`src/rtl/pipeline_ctrl.sv`:
```
// Hazard and sequencing controller for the 5-stage RV32 pipeline: stall/flush vectors,
// E-stage forwarding selects, multi-cycle multiply sequencing and a stall-cycle counter.
module pipeline_ctrl #(
    parameter int N_STAGES    = 5,
    parameter int MUL_LATENCY = 4
) (
    input  logic                clk,
    input  logic                rst_n,
    input  logic [4:0]          rs1_d,
    input  logic [4:0]          rs2_d,
    input  logic [4:0]          rs1_e,
    input  logic [4:0]          rs2_e,
    input  logic [4:0]          rd_e,
    input  logic [4:0]          rd_m,
    input  logic [4:0]          rd_w,
    input  logic                reg_write_e,
    input  logic                reg_write_m,
    input  logic                reg_write_w,
    input  logic                mem_read_e,
    input  logic                mul_start_e,
    input  logic                branch_hit,
    input  logic                mem_req_m,
    input  logic                mem_ack,
    output logic [N_STAGES-1:0] stalls,
    output logic [N_STAGES-1:0] flushes,
    output logic [1:0]          r1_e_sel,
    output logic [1:0]          r2_e_sel,
    output logic                mul_done,
    output logic                mul_busy,
    output logic [31:0]         stall_cnt
);

    localparam int ST_F = 0;
    localparam int ST_D = 1;
    localparam int ST_E = 2;
    localparam int ST_M = 3;
    localparam int ST_W = 4;

    // Issue cycle and the final (done) cycle are not counted down.
    localparam logic [3:0] MUL_CNT_INIT = 4'(MUL_LATENCY - 2);

    typedef enum logic [1:0] {
        IDLE     = 2'd0,
        MUL_BUSY = 2'd1,
        MUL_HOLD = 2'd2
    } state_t;

    state_t              state_q;
    logic [3:0]          cnt_q;
    logic [31:0]         stall_cnt_q;
    logic [31:0]         stall_cnt_d;
    logic                mem_wait;
    logic                load_use;
    logic                mul_stall;
    logic                mul_done_c;
    logic [N_STAGES-1:0] stall_v;
    logic [N_STAGES-1:0] flush_v;

    // reg_write_e is part of the stage interface but load-use only needs mem_read_e.
    logic unused_ok;
    assign unused_ok = reg_write_e;

    assign mem_wait = mem_req_m & ~mem_ack;
    assign load_use = mem_read_e & (rd_e != 5'd0) & ((rd_e == rs1_d) | (rd_e == rs2_d));

    // NOTE: state registers use non-blocking assignments so every flop samples pre-edge values.
    always_ff @(posedge clk or negedge rst_n) begin
        if (!rst_n) begin
            state_q <= IDLE;
            cnt_q   <= 4'd0;
        end else begin
            case (state_q)
                IDLE: begin
                    if (mul_start_e && !mem_wait) begin
                        state_q <= MUL_BUSY;
                        cnt_q   <= MUL_CNT_INIT;
                    end
                end
                MUL_BUSY: begin
                    if (cnt_q != 4'd0) begin
                        cnt_q <= cnt_q - 4'd1;
                    end else if (mem_wait) begin
                        state_q <= MUL_HOLD;
                    end else begin
                        state_q <= IDLE;
                    end
                end
                MUL_HOLD: begin
                    if (!mem_wait) begin
                        state_q <= IDLE;
                    end
                end
                default: state_q <= IDLE;
            endcase
        end
    end

    // NOTE: every always_comb output gets a default first so no path infers a latch.
    always_comb begin
        mul_stall  = 1'b0;
        mul_done_c = 1'b0;
        case (state_q)
            IDLE:     mul_stall = mul_start_e & ~mem_wait;
            MUL_BUSY: begin
                mul_stall  = (cnt_q != 4'd0) | mem_wait;
                mul_done_c = (cnt_q == 4'd0) & ~mem_wait;
            end
            MUL_HOLD: begin
                mul_stall  = mem_wait;
                mul_done_c = ~mem_wait;
            end
            default: ;
        endcase
    end

    always_comb begin
        stall_v = '0;
        flush_v = '0;
        if (mem_wait) begin
            stall_v[ST_F] = 1'b1;
            stall_v[ST_D] = 1'b1;
            stall_v[ST_E] = 1'b1;
            stall_v[ST_M] = 1'b1;
            flush_v[ST_W] = 1'b1;
        end
        if (load_use && !mem_wait) begin
            stall_v[ST_F] = 1'b1;
            stall_v[ST_D] = 1'b1;
            flush_v[ST_E] = 1'b1;
        end
        if (mul_stall) begin
            stall_v[ST_F] = 1'b1;
            stall_v[ST_D] = 1'b1;
            stall_v[ST_E] = 1'b1;
            flush_v[ST_M] = 1'b1;
        end
        // A frozen E keeps its branch; the datapath re-presents it once E moves.
        if (branch_hit && !mem_wait && !mul_stall) begin
            flush_v[ST_D] = 1'b1;
            flush_v[ST_E] = 1'b1;
        end
    end

    function automatic logic [1:0] fwd_sel(input logic [4:0] rs);
        if (reg_write_m && (rd_m != 5'd0) && (rd_m == rs)) begin
            return 2'd1;
        end else if (reg_write_w && (rd_w != 5'd0) && (rd_w == rs)) begin
            return 2'd2;
        end
        return 2'd0;
    endfunction

    assign r1_e_sel = fwd_sel(rs1_e);
    assign r2_e_sel = fwd_sel(rs2_e);

    // NOTE: during reset the combinational outputs are forced to the bubble-everything values.
    always_comb begin
        stalls   = '0;
        flushes  = '1;
        mul_done = 1'b0;
        if (rst_n) begin
            stalls   = stall_v;
            flushes  = flush_v & ~stall_v;
            mul_done = mul_done_c;
        end
    end

    assign mul_busy = (state_q == MUL_BUSY) || (state_q == MUL_HOLD);

    assign stall_cnt_d = (stall_v[ST_F] && (stall_cnt_q != 32'hFFFF_FFFF)) ? stall_cnt_q + 32'd1
                                                                           : stall_cnt_q;

    always_ff @(posedge clk or negedge rst_n) begin
        if (!rst_n) begin
            stall_cnt_q <= 32'd0;
        end else begin
            stall_cnt_q <= stall_cnt_d;
        end
    end

    assign stall_cnt = stall_cnt_q;

endmodule
```
`config.mk`:
```
export PLATFORM = sky130hd
export DESIGN_NAME = pipeline_ctrl
export DESIGN_NICKNAME = d
export VERILOG_FILES = /design/src/rtl/pipeline_ctrl.sv
export SDC_FILE = /design/constraint.sdc
export NUM_CORES = 1
export LEC_CHECK = 0
export CAP_MARGIN = 5
export CORE_AREA = 2 2 82 84
export DETAILED_ROUTE_END_ITERATION = 7
export DIE_AREA = 0 0 84 86
export HOLD_SLACK_MARGIN = 0.03
export MAX_ROUTING_LAYER = met4
export PLACE_DENSITY = 0.83
export SLEW_MARGIN = 0
export SYNTH_ARGS = -nofsm -noshare
export SYNTH_HDL_FRONTEND = slang
export SYNTH_SLANG_ARGS = --single-unit
```
`constraint.sdc`:
```
create_clock -name clk -period 3.49 [get_ports clk]
set_clock_uncertainty 0.15 [all_clocks]
set_input_delay 0.698 -clock clk [delete_from_list [all_inputs] [get_ports clk]]
set_output_delay 0.698 -clock clk [all_outputs]
set_load 0.01 [all_outputs]
```
Word level (Yosys, flattened, before mapping)
Index checks and enable logic that the tools add are counted.
Storage, ports and cells
  input bits: 45
  word-level logic and storage cells: 82
  bits in registers: 38
  latch bits: 0
  memories kept: 0
  output and inout port bits: 48
  ROM bits: 0
  memory bits (writable): 0
Cells by class
  divide/modulo/power cells: 0
  muxes and demuxes: 30
  add/sub/neg operators: 2
  multipliers: 0
  eq/ne operators: 13
  bitwise operators: 11
  shift-type cells: 0
  $lt $le $gt $ge: 0
  reductions and logical operators: 23
Operators by type and width (number)
  32-bit by 1-bit adder with 32-bit output, second input constant: 1
  32-bit inequality test, second input constant: 1
  5-bit equality test: 6
  2-bit two-way mux: 12
  4-bit two-way mux: 4
  5-bit nonzero test: 3
  1-bit logical AND: 11
  1-bit two-way mux: 8
  2-bit inequality test, second input constant: 4
  4-bit case mux with 2 select lines: 1
  2-bit case mux with 3 select lines: 1
  3-bit AND reduction: 2
  1-bit bitwise AND: 5
  5-bit bitwise AND: 1
  5-bit two-way mux: 1
  4-bit NOT with 5-bit output: 1
  4-bit zero test: 1
  4-bit nonzero test: 1
  4-bit by 1-bit subtractor with 4-bit output, second input constant: 1
  3-bit two-way mux: 1
  1-bit case mux with 3 select lines: 1
  2-bit by 1-bit equality test with 1-bit output, second input constant: 1
  2-bit equality test, second input constant: 1
  1-bit zero test: 2
  other kinds (6): 8

Longest topological paths before layout
  depth after elaboration: 10
  gate-level depth with buffers: 10
  mapped depth without buffers: 9

Worst setup path before layout
Ideal clock, no wire load.
  kind: input-to-output
  start: input port rd_m[1]
  end: output port r1_e_sel[1]
  data required time: 2.642 ns
  path slack: 0.651 ns
  stages on the path: 4
  buffers on the path: 0
  data arrival time: 1.991 ns
  cells stage by stage: or4_1 > o21ai_0 > nor4_1 > nor4_1
Between the ends
  word-level cells in the longest chain between the ends: 5
  elaborated cells between the ends (all ways): 7
  classes of those cells: eq/ne (1); mux (3); reduce/logical (3)
RTL lines
  start: declaration: RTL line 14  | input logic [4:0] rd_m,
  5-bit nonzero test: RTL line 145  | if (reg_write_m && (rd_m != 5'd0) && (rd_m == rs)) begin
  1-bit logical AND: RTL line 145
  1-bit logical AND *: RTL line 145
  2-bit two-way mux / 1-bit two-way mux (equally long branches): RTL line 145
  2-bit two-way mux *: RTL line 150  | return 2'd0;
  end: declaration: RTL line 26  | output logic [1:0] r1_e_sel,
Mark *: on every way between the ends. The rest lies on a longest branch, timed or not.

Final worst setup path
  start: input port rd_m[4]
  end: output port r1_e_sel[0]
The elaborated chain is that of the path after synthesis.

==> reports/results.ini <==
[outcome]
outcome=finished, final reports clean

[die]
core_area_sq_um=6280
die_x_microns=84
dieArea_sq_um=7220
row_count=29
fp.dieH_microns=86
start_util_pct=39.1
io_pins=93

[finish]
layout-drive-gt1-share_pct=13.6
utilization_pct=59.9
final_cell_area_sq_um=3760
finalNonFillerCells=444
multi_input_area_sq_um=1470
ff_latch_area_sq_um=951
antenna_cells=0
fillers=534
area_growth_pct=53.4
nNetsFinal=417

[synth]
synthTopCellsByArea=dfrtp_1, xnor2_1, xor2_1, nand4_1, ha_1
ys_top_cells_by_count=dfrtp_1, xnor2_1, xor2_1
synth_edf_count=0
netlist.area_leader.share_pct=38.8
yosys_most_used_dff=dfrtp_1
synth_top_area_cell=dfrtp_1
yosysWarnings=0
synth_area_sq_um=2450
ys_seq_area_share_pct=38.8
yosysMostFrequentCell=dfrtp_1
synthesis.nets=304
ys_types=45
synthArstFlopShare_pct=100
netlist_instances=253
synth_seq_cells=38
avgSynthCellArea_sq_um=9.69

[global_routing]
gr-usage-all-layers_pct=18.7
grt_max_degree=32
grt_pass1_vias=2370
grt.overflow.total=0
antenna_found_initial=0
grt_pass1_wl_microns=10600

[detailed_routing]
wl_met2_microns=3500
wl_met1_microns=2570
routed_wl_microns=6580
remaining_drc_errors=0
maxUsedRoutingLayer=met4
via_count=2341
first_pass_iters=4
viasPerCell=5.27
met3_length_microns=382
ant_nets=0
wl_per_cell_microns=14.8
drtIter0Drc=122

[pwr]
powerDensity_nw_per_um2=485
ir_drop_mv=0.242
p_leak_nw=1.66

[setup_path]
path_cells=clkdlybuf4s50_1 > buf_4 > xnor2_1 > nand3_1 > nor4_2 > buf_4 > clkdlybuf4s50_1
required_ns=2.64
path_max_fanout=2
slowest_stage=clkdlybuf4s50_1
worst_setup_path_start_kind=primary input
arrival_ns=2.63
endpoint_kind=output port
crit_type=in2out
critical_path.max_stage_delay_ns=0.53

[placement]
place_hpwl_microns=5220
placedCellCount=435
place_area_sq_um=3550
numPortBuffers=90
place_congestion=0.919

[clock_network]
path_clk_slew_ns=0.08
cts_made_buffers=5
clock-sinks=38
cts_hold_buf=0
h-tree-depth=2
clockRootBuffer=clkbuf_8
clock_latency_ns=0.29
clockBufferDepth=2
cts_tree=built

[worst_hold_path]
hp-class=in2async

[sta]
drv_slew=0
setup_violations=0
min_period_over_period_pct=99.7
fmax_ghz=0.287
rsz0062_at_grt=true
period_minus_slack_ns=3.48
finalHoldViolations=0

[flow_run]
maxCapViolCount=0

==> registers in the layout, summed over array words and instances (netlist names) <==
signal and count:
stall_cnt 32, state_q 2, cnt_q 4
==> power by group <==
| part | internal [mW] | leakage (nW) | switching (mW) |
|---|---|---|---|
| logic | 0.397 | 1.08 | 0.371 |
| clock network | 0.305 | 0.0714 | 0.157 |
| registers | 0.510 | 0.505 | 0.0832 |
==> final timing paths <==
kind / cells after the start / endpoint / slack (ns) / startpoint
max: 7 / r1_e_sel[0] / 0.01 / rd_m[4]
min: 1 / stall_cnt[3] / 0.12 / rst_n
max reg2reg: 9 / stall_cnt[25] / 0.88 / cnt_q[0]
min reg2reg: 1 / stall_cnt[23] / 0.36 / stall_cnt[23]
max in group asynchronous: 2 / stall_cnt[16] / 2.37 / rst_n
min in group clk: 1 / stall_cnt[23] / 0.36 / stall_cnt[23]
==> cells by family (layout without fill, tap and decap cells) <==
group           after synthesis  count (layout)  share of synthesized area (%)
flops                        38              38                           38.8
simple gates                100             100                           23.7
mux                           1               1                          0.612
fa+ha+maj                     6               6                           3.06
compound gates               30              30                           8.57
xor+xnor                     61              61                           21.8
other cells                   1               1                          0.153
buf+inv                      16             130                           3.37
==> critical path: cells and delay by family <==
kind / cells / cell delay (ns)
buf+inv: 4 / 1.30
xor+xnor: 1 / 0.15
simple gates: 2 / 0.48
==> area by class of cell <==
| cell class | count | share of cell area (%) |
|---|---|---|
| Clock buffer | 6 | 2.19 |
| Tap cell | 77 | 2.56 |
| Clock inverter | 2 | 1.60 |
| Inverter | 11 | 1.10 |
| Timing Repair Buffer | 111 | 28.2 |
| Multi-Input combinational cell | 199 | 39.1 |
| Sequential cell | 38 | 25.3 |
==> layer usage <==
metal	GRT usage, %	up-vias
met4	6.01	0
met1	19.8	1142
li1	-	1110
met3	3.75	9
met5	-	-
met2	35.1	80
==> metrics by stage <==
step                worst slack, ns  power [mW]  setup TNS (ns)  hold slack [ns]
floorplan                     0.651        1.04               0            0.252
global placement             -0.277        1.32          -0.743            0.330
detailed placement           -0.400        1.35           -1.13            0.346
CTS                          0.0156        1.82               0            0.132
global route                -0.0549        1.93         -0.0549            0.133
finish                       0.0108        1.82               0            0.122
==> what timing repair did <==
| item | 4_1_cts | 5_1_grt |
|---|---|---|
| pin swaps | 0 | 4 |
| buffers inserted | 0 | 1 |
| gates resized for setup | 10 | 13 |
| setup endpoints to repair | 7 | 7 |
==> placed cells by master (no fill, tap or decap), types with 2 or more instances in the layout <==
cell / n
bufinv_16: 2
inv_1: 11
and3_1: 7
or4_1: 4
nor3b_1: 2
clkdlybuf4s50_1: 81
dfrtp_1: 38
xor2_1: 29
ha_1: 6
o22ai_1: 2
nor4_2: 3
nand4_1: 14
nor2_1: 9
clkbuf_8: 6
nor3_1: 3
o21ai_2: 2
nand2_1: 20
a21oi_1: 4
buf_4: 21
xnor2_1: 32
nand3_1: 15
o21ai_0: 10
and4_1: 2
a22o_1: 3
nor2b_1: 3
dlymetal6s2s_1: 5
and2_1: 5
nor3_2: 2
Note: power is estimated with default switching activity, not from simulation.
